===== src/rtl/rsmem_issue_sched.sv =====
// rsmem_issue_sched: in-order memory RS issue scheduler with LDQ/STQ credits and serialize FSM
module rsmem_issue_sched #(
    parameter int NUM_REQ   = 2,
    parameter int LDQ_DEPTH = 8,
    parameter int STQ_DEPTH = 8
) (
    input  logic                             clk,
    input  logic                             rst,
    input  logic                             Stall,
    input  logic                             Flush,
    input  logic [NUM_REQ-1:0]               RSMEM_IssueReq_Valid,
    input  logic [2*NUM_REQ-1:0]             Req_Class,
    input  logic [$clog2(NUM_REQ+1)-1:0]     Ldq_Release,
    input  logic [$clog2(NUM_REQ+1)-1:0]     Stq_Release,
    input  logic                             Serial_Done,
    output logic [NUM_REQ-1:0]               RSMEM_Issued_Valid,
    output logic [$clog2(LDQ_DEPTH):0]       Ldq_Credits,
    output logic [$clog2(STQ_DEPTH):0]       Stq_Credits,
    output logic                             Sched_Busy,
    output logic                             Credit_Err
);
    localparam int LW = $clog2(LDQ_DEPTH) + 1;
    localparam int SW = $clog2(STQ_DEPTH) + 1;
    localparam logic [LW-1:0] LD_FULL = LW'(LDQ_DEPTH);
    localparam logic [SW-1:0] ST_FULL = SW'(STQ_DEPTH);
    localparam logic [LW:0]   LD_MAX  = (LW+1)'(LDQ_DEPTH);
    localparam logic [SW:0]   ST_MAX  = (SW+1)'(STQ_DEPTH);

    typedef enum logic [1:0] {S_IDLE, S_DRAIN, S_WAIT} state_t;

    state_t          r_state, w_next;
    logic [LW-1:0]   r_ldq, w_nld;
    logic [SW-1:0]   r_stq;
    logic            r_err, w_nst, w_chain, w_ser0, w_full, w_live;
    logic [NUM_REQ-1:0] w_grant;
    logic [LW:0]     w_ld_sum;
    logic [SW:0]     w_st_sum;

    assign w_ser0   = RSMEM_IssueReq_Valid[0] && (Req_Class[1:0] == 2'b10);
    assign w_full   = (r_ldq == LD_FULL) && (r_stq == ST_FULL);
    assign w_live   = !rst && !Flush && !Stall;
    assign w_ld_sum = (LW+1)'(r_ldq) - (LW+1)'(w_nld) + (LW+1)'(Ldq_Release);
    assign w_st_sum = (SW+1)'(r_stq) - (SW+1)'(w_nst) + (SW+1)'(Stq_Release);

    assign RSMEM_Issued_Valid = w_grant;
    assign Ldq_Credits        = r_ldq;
    assign Stq_Credits        = r_stq;
    assign Sched_Busy         = (r_state != S_IDLE);
    assign Credit_Err         = r_err;

    // Grant the longest in-order prefix the credits and port limits allow, and pick the next FSM state
    always_comb begin
        w_grant = '0;
        w_nld   = '0;
        w_nst   = 1'b0;
        w_chain = 1'b1;
        w_next  = r_state;
        if (w_live && r_state == S_IDLE) begin
            for (int k = 0; k < NUM_REQ; k++) begin
                if (w_chain && RSMEM_IssueReq_Valid[k]) begin
                    case (Req_Class[2*k +: 2])
                        2'b00: begin
                            if (r_ldq > w_nld) begin
                                w_grant[k] = 1'b1;
                                w_nld      = w_nld + LW'(1);
                            end else begin
                                w_chain = 1'b0;
                            end
                        end
                        2'b01: begin
                            if (r_stq != '0 && !w_nst) begin
                                w_grant[k] = 1'b1;
                                w_nst      = 1'b1;
                            end else begin
                                w_chain = 1'b0;
                            end
                        end
                        2'b10: begin
                            w_grant[k] = (k == 0) && w_full;
                            w_chain    = 1'b0;
                        end
                        default: w_chain = 1'b0;
                    endcase
                end else begin
                    w_chain = 1'b0;
                end
            end
        end else if (w_live && r_state == S_DRAIN && w_full && w_ser0) begin
            w_grant[0] = 1'b1;
        end
        case (r_state)
            S_IDLE:  w_next = (w_ser0 && w_grant[0]) ? S_WAIT : (w_ser0 && !Stall) ? S_DRAIN : S_IDLE;
            S_DRAIN: w_next = w_grant[0] ? S_WAIT : (!w_ser0 && !Stall) ? S_IDLE : S_DRAIN;
            S_WAIT:  w_next = Serial_Done ? S_IDLE : S_WAIT;
            default: w_next = S_IDLE;
        endcase
    end

    // State, credit counters with clamping, and the sticky over-release flag
    always_ff @(posedge clk) begin
        if (rst || Flush) begin
            r_state <= S_IDLE;
            r_ldq   <= LD_FULL;
            r_stq   <= ST_FULL;
        end else begin
            r_state <= w_next;
            r_ldq   <= (w_ld_sum > LD_MAX) ? LD_FULL : w_ld_sum[LW-1:0];
            r_stq   <= (w_st_sum > ST_MAX) ? ST_FULL : w_st_sum[SW-1:0];
        end
        if (rst)
            r_err <= 1'b0;
        else if (!Flush && (w_ld_sum > LD_MAX || w_st_sum > ST_MAX))
            r_err <= 1'b1;
    end
endmodule


===== config.mk =====
export PLATFORM = sky130hd
export DESIGN_NAME = rsmem_issue_sched
export DESIGN_NICKNAME = d
export VERILOG_FILES = /design/src/rtl/rsmem_issue_sched.sv
export SDC_FILE = /design/constraint.sdc
export NUM_CORES = 1
export LEC_CHECK = 0
export CAP_MARGIN = 10
export CORE_UTILIZATION = 35
export CTS_BUF_LIST = sky130_fd_sc_hd__clkbuf_4
export DETAILED_ROUTE_END_ITERATION = 8
export GPL_ROUTABILITY_DRIVEN = 0
export HOLD_SLACK_MARGIN = 0.1
export PLACE_DENSITY = 0.64
export SLEW_MARGIN = 30
export SYNTH_ARGS = -nofsm -noshare
export SYNTH_HDL_FRONTEND = slang
export SYNTH_SLANG_ARGS = --single-unit

===== constraint.sdc =====
create_clock -name clk -period 5.1 [get_ports clk]
set_input_delay 1.02 -clock clk [delete_from_list [all_inputs] [get_ports clk]]
set_output_delay 1.02 -clock clk [all_outputs]
set_load 0.01 [all_outputs]

### Yosys cells after proc, flatten, opt, wreduce, memory -nomap -nowiden

Index checks and enable logic that the tools add are counted.

* register bits: 11
* input port bits: 15
* output and inout bits: 12
* logic and storage cells: 83

* add/subtract/negate cells: 5
* $lt $le $gt $ge: 4
* equal/unequal tests: 7
* multiplexer cells: 35
* reductions and logical operators: 28

Operators with widths (number)
* 1-bit 2-to-1 mux: 23
* 4-bit 2-to-1 mux: 5
* 1-bit logical AND: 14
* 5-bit by 2-bit adder with 5-bit output: 2
* 5-bit by 4-bit greater-than comparator with 1-bit output, second input constant: 2
* 4-bit equality test, second input constant: 2
* 2-bit by 1-bit equality test with 1-bit output, second input constant: 3
* 2-bit logical NOT: 3
* 2-bit 2-to-1 mux: 3
* 2-bit one-hot mux with 3 select lines: 1
* 1-bit logical NOT: 5
* 4-bit by 1-bit subtractor with 5-bit output: 1
* 4-bit by 4-bit subtractor with 5-bit output: 1
* 4-bit by 1-bit adder with 4-bit output, second input constant: 1
* 2-bit equality test, second input constant: 2
* 4-bit by 1-bit greater-than comparator with 1-bit output, second input constant: 1
* 4-bit greater-than comparator: 1
* 1-bit one-hot mux with 2 select lines: 2
* 4-bit nonzero test: 1
* 2-bit OR reduction: 2
* 1-bit one-hot mux with 3 select lines: 1
* 1-bit logical OR: 2
* 2-bit nonzero test: 1

### Longest topological paths before layout

Gate-level depths: netlist (run 1).

* depth after elaboration: 16
* depth in mapped cells: 16
* depth with buffers taken out: 16

### Worst setup path after synthesis (run 1)

No wires, ideal clock.

* path kind: input-to-reg
* from: input Req_Class[0]
* to: register r_err (netlist: Credit_Err)
* setup time: 0.125 ns
* arrival time: 4.458 ns
* required time: 4.975 ns
* setup slack: 0.517 ns
* stages: 13
* path buffers: 0
* path through: nor4b_2 > ha_1 > o211ai_1 > ha_1 > o221a_2 > ha_1 > inv_1 > ha_1 > fa_1 > and3b_1 > o31a_1 > a211o_1 > o41a_1

* longest elaborated chain between the ends: 15
* elaborated cells between the ends (all ways): 32
* those cells by class: 5 x add/sub; 3 x order compare; 1 x eq/ne; 17 x mux; 6 x reduce/logical

RTL lines
* start: declaration: RTL line 12 `input logic [2*NUM_REQ-1:0] Req_Class,`
* parallel branches: the longest is 13 deep, another holds 4-bit by 4-bit subtractor with 5-bit output
* 1-bit logical OR (*): RTL line 112 `else if (!Flush && (w_ld_sum > LD_MAX || w_st_sum > ST_MAX))`
* 1-bit logical AND (*): RTL line 112
* end signal: assignment: RTL line 111 `r_err <= 1'b0;`
* end signal: assignment: RTL line 113 `r_err <= 1'b1;`
* end: declaration: RTL line 34 `logic r_err, w_nst, w_chain, w_ser0, w_full, w_live;`

Every way passes the cells marked *. The select of a mux whose other input is x is not followed.
A chain may end at the register's enable or synchronous reset.

### Final worst setup path (run 1)

Ends and elaborated chain as after synthesis.

==> flow_summary.toml, run 1 <==
[die]
pin_count = 27
die_h_um = 59.9
die_area_um2 = 3590
core_um2 = 3100
start_util = 0.378
die_x_um = 59.9
rows = 20

[global_route]
grt_usage = 0.153
first_global_vias = 1007
grt_max_degree = 10
overflow = 0
grt_pass1_wl_mm = 4.14
antenna_found_initial = 0

[critical_path]
cp_data_required_time_ps = 5260
cp_data_arrival_time_ps = 4900
crit_path_max_fanout = 2
cp-start-kind = "input pin"
worstSetupEndpointType = "register"
worstSetupPathType = "input pin to register"

[sta]
period_share = 0.930
fmax_ghz = 0.211
hold_viol_final = 0
hold_ws_ps = 528
rsz0062_at_grt = "no"
worstMarginPinSlew_ps = 555
finClkSkew_ps = 2.89
finalCriticalPeriod_ps = 4740
final-setup-viol-count = 0
maxSlewHeadroom = 0.629
maxSlewViolCount = 0
fin_tns_setup_ps = 0

[clock_tree]
post_cts_resized = 0
h-tree-depth = 1
path_clk_slew_ps = 70
cts_tree = "built"
ctsLongestPathBuffers = 2
cts_root_buffer = "clkbuf_4"
cts_sinks = 11
clk_latency_ps = 260
cts-hold-fix-buffers = 0
cts_made_buffers = 3
post_cts_buffers = 0

[min_path]
hold_class = "register to register"

[pwr]
swShare = 0.367
power.total_mw = 0.355
cellLeakagePower_nw = 0.692
power.share.clock = 0.181
vdd_drop_max_mv = 0.110
pwr-share-comb = 0.526
internal_power_mw = 0.225
seq_power_share = 0.293
p_sw_mw = 0.130
power-per-cell-area_nw_per_um2 = 229

[yosys]
syn-num-nets = 171
yosysWarnings = 0
synth_area_per_cell_um2 = 8.62
async_flop_share = 0
synth.distinct_cells = 46
synth.top_cell.area_share = 0.188
ys_top_cells_by_area = "dfxtp_1 (19%), ha_1 (18%), inv_1 (7.4%)"
ys_ff_latch = 11
synth-edff-count = 0
syn-cell-area_um2 = 1170
syn_inst = 136
yosys.area.top_type = "dfxtp_1"
yosysSeqAreaShare = 0.188
synth_ff_type = "dfxtp_1"

[cells_and_area]
final_common_cell = "clkdlybuf4s50_1"
layout.nets = 206
drive_above_1_share = 0.118
antenna_cells = 0
stdcell_area_um2 = 1550
mostFrequentLayoutCells = "clkdlybuf4s50_1 (26), inv_1 (23), ha_1 (17), dfxtp_1 (11), a21oi_1 (7)"
syn2layout_area_growth_pct = 32.3

[routing]
vias = 1049
ant_nets = 0
remaining_drc_errors = 0
drt_iter0_drc = 32
wl_per_cell_um = 11.9
drt_first_pass_iters = 4
drt-total-wl_mm = 2.55
vias_per_cell = 4.90

[place]
hpwl_mm = 2.14
port_buffers = 26
placed_area_um2 = 1520

[job]
maxCapViolations = 0

[run_status]
status = "finished clean"
[layer usage]
layer,GRT usage,part of all wire
met1,0.189,0.44
met2,0.270,0.49
met3,0.00866,0.050
met4,0.0698,0.018
met5,0,0
[final cells by class]
class,count,area (µm²)
Sequential cell,11,220
Inverter,23,86.3
Clock buffer,4,30.0
Fill cell,320,1550
Tap cell,44,55.1
Multi-Input combinational cell,101,862
Timing Repair Buffer,31,298
[registers in the layout (all words and copies together) (netlist names)]
signal	flops
Ldq_Credits	4
Stq_Credits	4
r_state	2
Credit_Err	1
[synth_stat cells, types with 2 or more instances]
library cell	count
and2_1	2
xor2_1	2
ha_1	17
and3b_1	3
o211ai_1	2
nand2_1	3
inv_1	23
nor2_1	5
nor3b_1	3
xnor2_1	3
nand3_1	2
a211o_1	2
fa_1	3
a21o_1	3
nor2b_1	3
a21oi_1	7
dfxtp_1	11
and2b_2	2
nor4_1	6
a2111oi_2	2
nor3_1	4
nand2b_1	4
[through the flow]
stage	util	instances	setup WS [ps]
2_1_floorplan	-	136	517
3_3_place_gp	0.490	210	127
3_5_place_dp	0.490	210	71.9
4_1_cts	0.500	214	359
5_1_grt	0.500	214	139
6_report	0.500	214	359
[worst max-delay path: stages]
cell             delay (ps)
clkdlybuf4s50_1         440
nor4b_2                 320
ha_1                    280
o211ai_1                220
ha_1                    270
o221a_2                 280
ha_1                    260
inv_1                    40
ha_1                    200
fa_1                    400
and3b_1                 200
o31a_1                  310
a211o_1                 270
o41a_1                  390
[worst paths after layout]
kind | depth (start not counted) | slack, ps | start | end
worst min register to register | 1 | 530 | Credit_Err | Credit_Err
worst min-delay path | 1 | 530 | Credit_Err | Credit_Err
worst max-delay path | 14 | 360 | Req_Class[0] | Credit_Err
worst max register to register | 16 | 750 | Ldq_Credits[3] | Credit_Err
[kinds of logic after synthesis]
kind of cell               count (synthesis)  synth area share
buffers and inverters                     24            0.0768
DFF                                       11             0.188
and+or+nand+nor                           50             0.285
xor gates and xnor gates                   5            0.0374
adders and majority gates                 20             0.233
AOI/OAI and AO/OA                         26             0.180
[power by group through the flow]
stage	logic [mW]	clock network [mW]	registers (mW)
final	0.187	0.0645	0.104
after global routing	0.208	0.0714	0.106
after CTS	0.189	0.0673	0.104
after detailed placement	0.188	0	0.106
after global placement	0.183	0	0.106
after floorplan	0.123	0	0.109
(Power assumes the default switching activity.)
==> run 2: changes to the inputs <==
CAP_MARGIN = 0   (was 10)
CTS_BUF_LIST = sky130_fd_sc_hd__clkbuf_16   (was sky130_fd_sc_hd__clkbuf_4)
CTS_CLUSTER_DIAMETER = 50   (was not set)
==> flow_summary.toml, run 2 (same netlist as run 1, synthesis figures left out) <==
[run_status]
status = "finished clean"

[clock_tree]
cts_root_buffer = "clkbuf_16"
path_clk_slew_ps = 40
cts_sinks = 11
h-tree-depth = 1
clk_latency_ps = 240
post_cts_buffers = 0
cts_tree = "built"
cts-hold-fix-buffers = 0
cts_made_buffers = 3
ctsLongestPathBuffers = 2
post_cts_resized = 0

[critical_path]
cp_data_arrival_time_ps = 4900
rr_worst_depth = 16
reg2reg_slack_ps = 750
cp-start-kind = "input pin"
worstSetupPathType = "input pin to register"
r2r-start = "Ldq_Credits[3]"
regToRegEndpoint = "Credit_Err"
cp_data_required_time_ps = 5220
worstSetupEndpointType = "register"
crit_path_max_fanout = 2

[routing]
wl_met2_mm = 1.26
highest_layer = "met4"
vias = 1059
drt_iter0_drc = 44
ant_nets = 0
drt_first_pass_iters = 4
drt-total-wl_mm = 2.57
vias_per_cell = 4.95
wl_per_cell_um = 12.0
remaining_drc_errors = 0
wl_met3_um = 101
wl_met1_mm = 1.16

[cells_and_area]
final_common_cell = "clkdlybuf4s50_1"
layout.nets = 206
fillCellCount = 315
multiInputGateArea_um2 = 862
stdcell_area_um2 = 1600
seq_area_um2 = 220
mostFrequentLayoutCells = "clkdlybuf4s50_1 (26), inv_1 (24), ha_1 (17), dfxtp_1 (11), a21oi_1 (7)"
antenna_cells = 0
syn2layout_area_growth_pct = 36.5
drive_above_1_share = 0.112

[sta]
worstMarginPinSlew_ps = 565
maxSlewViolCount = 0
fmax_ghz = 0.209
fin_tns_setup_ps = 0
period_share = 0.937
rsz0062_at_grt = "no"
finClkSkew_ps = 1.37
maxSlewHeadroom = 0.623
hold_viol_final = 0
final-setup-viol-count = 0
finalCriticalPeriod_ps = 4780

[global_route]
overflow = 0
antenna_found_initial = 0
first_global_vias = 1015
grt_max_degree = 10
grt_usage = 0.156
grt_pass1_wl_mm = 4.17

[die]
core_um2 = 3100
start_util = 0.378
die_x_um = 59.9
die_h_um = 59.9
pin_count = 27
die_area_um2 = 3590
rows = 20

[pwr]
vdd_drop_max_mv = 0.138
power-per-cell-area_nw_per_um2 = 269
cellLeakagePower_nw = 0.716

[job]
maxCapViolations = 0

[min_path]
holdPathStages = 1
hold_class = "register to register"
whs_endpoint = "Credit_Err"
worstHoldStart = "Credit_Err"

[place]
hpwl_mm = 2.14
placed_area_um2 = 1520
port_buffers = 26
[run 2: cell types whose count changed in the layout (fill, tap and decap cells not counted), sizes merged]
cell and delta:
inv +1, clkbuf -1
[run 2: metrics by stage]
| stage | cells | utilization | setup slack (ps) | hold WS, ps | power, mW |
|---|---|---|---|---|---|
| 2_1_floorplan | 136 | - | 517 | 544 | 0.231 |
| 3_3_place_gp | 210 | 0.490 | 127 | 509 | 0.289 |
| 3_5_place_dp | 210 | 0.490 | 71.9 | 518 | 0.294 |
| 4_1_cts | 214 | 0.516 | 318 | 529 | 0.437 |
| 5_1_grt | 214 | 0.516 | 90.9 | 572 | 0.462 |
| 6_report | 214 | 0.516 | 321 | 520 | 0.431 |
[run 2: worst max-delay path by stage]
| stage | from | endpoint | cells after the start |
|---|---|---|---|
| global route | Req_Class[0] | Credit_Err | 14 |
| detailed placement | Req_Class[0] | Credit_Err | 14 |
| CTS | Req_Class[0] | Credit_Err | 14 |
| global placement | Req_Class[0] | Credit_Err | 14 |
| floorplan | Req_Class[0] | Credit_Err | 13 |
| finish | Req_Class[0] | Credit_Err | 14 |
[run 2: report_power, final]
part | total, mW | leakage (nW) | internal [mW] | switching [mW]
sequential | 0.105 | 0.0895 | 0.0956 | 0.00916
combinational | 0.187 | 0.584 | 0.0945 | 0.0929
clock | 0.139 | 0.0423 | 0.103 | 0.0363
total | 0.431 | 0.716 | 0.293 | 0.138
[run 2: per-layer routing]
layer	vias up	GRT usage
li1	556	-
met3	4	0.0216
met4	0	0.0698
met2	25	0.271
met1	474	0.188
met5	-	0
[run 2: cell type report]
type	instances	share of cell area
tap	44	0.0344
multi-input combinational	101	0.539
clock buffer	3	0.0469
inverter	23	0.0539
sequential	11	0.138
clock inverter	1	0.00235
timing repair buffer	31	0.186
[run 2: worst max-delay path: stages]
cell	delay, ps
clkdlybuf4s50_1	440
nor4b_2	320
ha_1	280
o211ai_1	220
ha_1	270
o221a_2	280
ha_1	260
inv_1	40
ha_1	200
fa_1	400
and3b_1	200
o31a_1	310
a211o_1	270
o41a_1	390
